**src/rtl/view_step_input_pkg.sv**
```systemverilog
// Shared constants for the board input front end: view codes and selector width.
package view_step_input_pkg;

  localparam int unsigned SEL_W = 3;
  localparam int unsigned DEFAULT_DEBOUNCE_CYCLES = 500000;

  typedef enum logic [SEL_W-1:0] {
    VIEW_PC_LO    = 3'd0,
    VIEW_PC_HI    = 3'd1,
    VIEW_REG_LO   = 3'd2,
    VIEW_REG_HI   = 3'd3,
    VIEW_INSTR_LO = 3'd4,
    VIEW_INSTR_HI = 3'd5
  } view_e;

endpackage

```
**src/rtl/btn_debounce.sv**
```systemverilog
// Polarity-normalising 2-flop synchroniser, stability-count debouncer and rising-edge strobe.
module btn_debounce
  import view_step_input_pkg::*;
#(
  parameter int unsigned DEBOUNCE_CYCLES = DEFAULT_DEBOUNCE_CYCLES,
  parameter bit          ACTIVE_LOW      = 1'b1
) (
  input  logic clk_i,
  input  logic reset_i,
  input  logic btn_i,
  output logic level_o,
  output logic press_o
);

  localparam int unsigned CntW = (DEBOUNCE_CYCLES > 1) ? $clog2(DEBOUNCE_CYCLES) : 1;
  localparam logic [CntW-1:0] CntMax = CntW'(DEBOUNCE_CYCLES - 1);

  logic            raw_norm;
  logic            sync1_q, sync2_q;
  logic            level_q, level_d;
  logic            prev_q;
  logic [CntW-1:0] cnt_q, cnt_d;

  // Normalise before the synchroniser so reset can load the released level as 0.
  assign raw_norm = ACTIVE_LOW ? ~btn_i : btn_i;

  always_ff @(posedge clk_i) begin
    if (reset_i) begin
      sync1_q <= 1'b0;
      sync2_q <= 1'b0;
      level_q <= 1'b0;
      prev_q  <= 1'b0;
      cnt_q   <= '0;
    end else begin
      sync1_q <= raw_norm;
      sync2_q <= sync1_q;
      level_q <= level_d;
      prev_q  <= level_q;
      cnt_q   <= cnt_d;
    end
  end

  always_comb begin
    level_d = level_q;
    cnt_d   = '0;
    if (sync2_q != level_q) begin
      if (cnt_q == CntMax) begin
        level_d = sync2_q;
      end else begin
        cnt_d = cnt_q + CntW'(1);
      end
    end
  end

  assign level_o = level_q;
  assign press_o = level_q & ~prev_q;

endmodule

```
**src/rtl/view_step_input.sv**
```systemverilog
// Button/switch front end: display view selector and CPU clock-enable (step or free run).
module view_step_input
  import view_step_input_pkg::*;
#(
  parameter int unsigned DEBOUNCE_CYCLES = DEFAULT_DEBOUNCE_CYCLES,
  parameter int unsigned NUM_VIEWS       = 6,
  parameter bit          BTN_ACTIVE_LOW  = 1'b1
) (
  input  logic             clk,
  input  logic             reset,
  input  logic             btn_next,
  input  logic             btn_prev,
  input  logic             btn_step,
  input  logic             sw_run,
  output logic [SEL_W-1:0] sel,
  output logic             cpu_en,
  output logic             step_pulse,
  output logic             run_mode
);

  localparam logic [SEL_W-1:0] SelMax = SEL_W'(NUM_VIEWS - 1);

  logic next_press, prev_press, step_press;
  logic next_level_unused, prev_level_unused, step_level_unused;
  logic run_level, run_press_unused;

  logic [SEL_W-1:0] sel_q, sel_d;
  logic             cpu_en_q, cpu_en_d;
  logic             step_pulse_q, step_pulse_d;
  logic             run_mode_q, run_mode_d;

  btn_debounce #(.DEBOUNCE_CYCLES(DEBOUNCE_CYCLES), .ACTIVE_LOW(BTN_ACTIVE_LOW)) u_next (
    .clk_i(clk), .reset_i(reset), .btn_i(btn_next),
    .level_o(next_level_unused), .press_o(next_press)
  );

  btn_debounce #(.DEBOUNCE_CYCLES(DEBOUNCE_CYCLES), .ACTIVE_LOW(BTN_ACTIVE_LOW)) u_prev (
    .clk_i(clk), .reset_i(reset), .btn_i(btn_prev),
    .level_o(prev_level_unused), .press_o(prev_press)
  );

  btn_debounce #(.DEBOUNCE_CYCLES(DEBOUNCE_CYCLES), .ACTIVE_LOW(BTN_ACTIVE_LOW)) u_step (
    .clk_i(clk), .reset_i(reset), .btn_i(btn_step),
    .level_o(step_level_unused), .press_o(step_press)
  );

  btn_debounce #(.DEBOUNCE_CYCLES(DEBOUNCE_CYCLES), .ACTIVE_LOW(1'b0)) u_run (
    .clk_i(clk), .reset_i(reset), .btn_i(sw_run),
    .level_o(run_level), .press_o(run_press_unused)
  );

  always_ff @(posedge clk) begin
    if (reset) begin
      sel_q        <= VIEW_PC_LO;
      cpu_en_q     <= 1'b0;
      step_pulse_q <= 1'b0;
      run_mode_q   <= 1'b0;
    end else begin
      sel_q        <= sel_d;
      cpu_en_q     <= cpu_en_d;
      step_pulse_q <= step_pulse_d;
      run_mode_q   <= run_mode_d;
    end
  end

  always_comb begin
    sel_d = sel_q;
    case ({next_press, prev_press})
      2'b10:   sel_d = (sel_q == SelMax) ? '0 : sel_q + SEL_W'(1);
      2'b01:   sel_d = (sel_q == '0) ? SelMax : sel_q - SEL_W'(1);
      default: sel_d = sel_q;
    endcase
  end

  // Gate on the incoming run level so cpu_en drops in the same cycle run_mode falls.
  always_comb begin
    run_mode_d   = run_level;
    step_pulse_d = step_press & ~run_level;
    cpu_en_d     = run_level | step_pulse_d;
  end

  assign sel        = sel_q;
  assign cpu_en     = cpu_en_q;
  assign step_pulse = step_pulse_q;
  assign run_mode   = run_mode_q;

endmodule

```
**config.mk**
```make
export PLATFORM = sky130hd
export DESIGN_NAME = view_step_input
export DESIGN_NICKNAME = d
export VERILOG_FILES = /design/src/rtl/view_step_input_pkg.sv /design/src/rtl/btn_debounce.sv /design/src/rtl/view_step_input.sv
export SDC_FILE = /design/constraint.sdc
export NUM_CORES = 1
export LEC_CHECK = 0
export ABC_AREA = 0
export BUFFER_PORTS_ARGS = -buffer_cell sky130_fd_sc_hd__buf_2
export CAP_MARGIN = 20
export CORE_AREA = 8 8 84 105
export CTS_CLUSTER_SIZE = 12
export DETAILED_ROUTE_END_ITERATION = 8
export DIE_AREA = 0 0 92 113
export PLACE_DENSITY = 0.74
export SYNTH_ARGS = -nofsm -noshare
export SYNTH_HDL_FRONTEND = slang
export SYNTH_SLANG_ARGS = --single-unit
```
**constraint.sdc**
```tcl
create_clock -name clk -period 2.3 [get_ports clk]
set_input_delay 0 -clock clk [delete_from_list [all_inputs] [get_ports clk]]
set_output_delay 0 -clock clk [all_outputs]
set_load 0.05 [all_outputs]
```
==> results.toml <==
[synthesis]
async_flop_share = 0
synth_top_family_by_area = "simple AND/OR/NAND/NOR gates"
syn-num-nets = 495
yosysSeqAreaShare = 0.4578
synthAdderAreaFrac = 0.01770
synth.area.mux_share = 0.002360
synth-simple-area-share = 0.3100
synth_edf_count = 0
synth_xor_area_frac = 0.1239
synth_ff_type = "dfxtp_1"
synthesis.area_mm2 = 0.004242
yosysUniqueCellTypes = 41
synth_compound_area_frac = 0.06018
ys_seq_elements = 97
synthCells = 483
avgSynthCellArea_um2 = 8.782
yosysWarnings = 0

[routing]
drc = 0
dr.pass1.iters = 4
via_per_inst = 5.566
drtIter0Drc = 111
via_count = 3334
wirelength_mm = 7.501
drtAntennaViolNets = 0
post_drt_wl_per_cell_um = 12.52

[power_and_ir_drop]
p_leak_nw = 1.411
ir_drop_mv = 0.3641
seq_power_share = 0.586
power_w = 0.002884
p_switching_w = 0.0005900
internal_power_w = 0.002294
p_comb_frac = 0.014
p_clk_frac = 0.400
pwr_density_cell_mw_per_mm2 = 619.4
switching_share = 0.2046

[grt]
grt_pass1_wl_mm = 13.31
first_global_vias = 3201
grt_usage = 0.1498
antenna_found_initial = 0
grt_max_degree = 25
grt_overflow = 0

[floorplanning]
core_area_mm2 = 0.007182
die_h_um = 113
floorplan.initialDensity = 0.5906
dieArea_mm2 = 0.01040
num_rows = 35
pin_count = 12
die_w_um = 92

[status]
status = "finished, final reports clean"

[worst_hold_path]
min_from = "reset"
hold_path_class = "input port to flip-flop"

[worst_setup_path]
slowest_delay_ns = 0.44
path_max_fanout = 5
reg2reg_from = "u_next.cnt_q[0]"
crit_path_end_kind = "flip-flop"
path_class = "flip-flop to flip-flop"
crit_chain = "ha_1 -> nand4_1 -> or3_1 -> or4_1 -> a21oi_1"
timing.critical_path.buf_inv = 0
cp-start-kind = "flip-flop"
crit_path_top_delay_cell = "or3_1"
critical_path_required_ns = 2.59
arrival_ns = 2.19
cp_top_family = "simple AND/OR/NAND/NOR gates"
critical_path.startpoint = "u_next.cnt_q[0]"

[cells_and_area]
layout_common_cells = "97 x dfxtp_1, 81 x nor2_1, 43 x xnor2_1"
final_common_cell = "dfxtp_1"
n_antenna_cell = 0
fin_nets = 514
syn2layout_area_growth_pct = 9.794
final_cell_count_no_fill = 599
drive_gt1_frac = 0.08481

[job]
drv_cap = 0

[sta]
fmax_ghz = 0.5271
worstMarginPinSlew_ns = 0.4366
max_slew_margin = 0.7080
finalCritPeriodShare = 0.8248
fin_setup_tns_ns = 0
drv_slew = 0
hold_viol_final = 0
finalSetupViolations = 0
holdWs_ns = 0.05118
finalCriticalPeriod_ns = 1.897
rsz0062_at_grt = "false"
fin_skew_ns = 0.01290

[placed_design]
place_congestion = 0.8467
dp_hpwl_mm = 5.330
io_buffers = 11
dp_cells = 579

[cts]
cts_tree = "yes"
cts_buffer_depth = 2
cts_root_buffer = "clkbuf_8"
cts.sinks = 97
htree_levels = 3
numCtsBuffers = 9
post_cts_resized = 0
insertion_delay_ns = 0.35
clk_pin_slew_worst_paths_ns = 0.09
-- per-layer routing --
| metal | routed length [um] | up-vias | part of all wire | track usage |
|---|---|---|---|---|
| met5 | 0 | - | 0 | 0 |
| met4 | 89 | 0 | 0.012 | 0.05388 |
| met3 | 298 | 9 | 0.040 | 0.03907 |
| met2 | 3720 | 51 | 0.50 | 0.2624 |
| met1 | 3392 | 1559 | 0.45 | 0.1696 |
| li1 | - | 1715 | - | - |
-- power by group through the flow --
| stage | Sequential [W] | Combinational, W | Clock [W] |
|---|---|---|---|
| floorplan | 0.00173 | 0.0000233 | 0 |
| global placement | 0.00173 | 0.0000345 | 0 |
| detailed placement | 0.00173 | 0.0000354 | 0 |
| CTS | 0.00169 | 0.0000408 | 0.00118 |
| global route | 0.00169 | 0.0000445 | 0.00126 |
| finish | 0.00169 | 0.0000400 | 0.00115 |
-- cell usage after synthesis (4+ instances only) --
cell / number / area share
nor4_1: 16 / 0.024
or3_1: 7 / 0.010
nand3_1: 25 / 0.029
nand2b_1: 6 / 0.0089
inv_1: 19 / 0.017
o21bai_1: 4 / 0.0071
nor2_1: 81 / 0.072
nand4_1: 24 / 0.035
nor3b_1: 5 / 0.0089
ha_1: 6 / 0.018
or2_2: 5 / 0.0074
xnor2_1: 43 / 0.089
o31ai_1: 4 / 0.0071
nand2_1: 23 / 0.020
or4_1: 7 / 0.012
nor2b_1: 10 / 0.015
clkbuf_1: 10 / 0.0089
nor4bb_1: 4 / 0.0094
o21ai_0: 13 / 0.015
xor2_1: 17 / 0.035
nor3_1: 15 / 0.018
a21oi_1: 14 / 0.017
dfxtp_1: 97 / 0.46
and4_1: 5 / 0.010
-- kinds of logic after synthesis --
group | Yosys count
flops | 97
xor+xnor | 60
compound gates | 42
buf+inv | 31
simple gates | 246
mux | 1
fa+ha+maj | 6
-- cell type report --
class / count / area [um2]
Tap cell: 92 / 115.1
Fill cell: 619 / 2525
Sequential cell: 97 / 1942
Timing Repair Buffer: 20 / 132.6
Clock inverter: 4 / 50.05
Multi-Input combinational cell: 355 / 2181
Inverter: 19 / 71.32
Clock buffer: 12 / 165.2
-- per-stage QoR --
stage	worst slack [ns]	instance area [um2]	utilization
floorplan	0.5433	4242	-
global placement	0.4942	4402	0.6129
detailed placement	0.4115	4402	0.6129
CTS	0.4037	4657	0.6484
global route	0.1954	4657	0.6484
finish	0.4029	4657	0.6484
-- flip-flops by register name, summed over array words and instances, names as in the netlist, 3 cells and up --
name,cells
u_next.cnt_q,19
u_prev.cnt_q,19
u_run.cnt_q,19
u_step.cnt_q,19
sel,3
-- repair_timing --
item | in CTS | in global routing
setup buffers | 0 | 0
hold buffers | 4 | 0
endpoints found under the hold margin | 4 | 0
-- final timing paths --
path / slack (ns) / cells past startpoint / end
max reg2reg: 0.40 / 5 / u_next.cnt_q[18]
min reg2reg: 0.42 / 1 / step_pulse
max: 0.40 / 5 / u_next.cnt_q[18]
min: 0.05 / 2 / u_prev.sync1_q
Note: power is estimated with default switching activity, not from simulation.
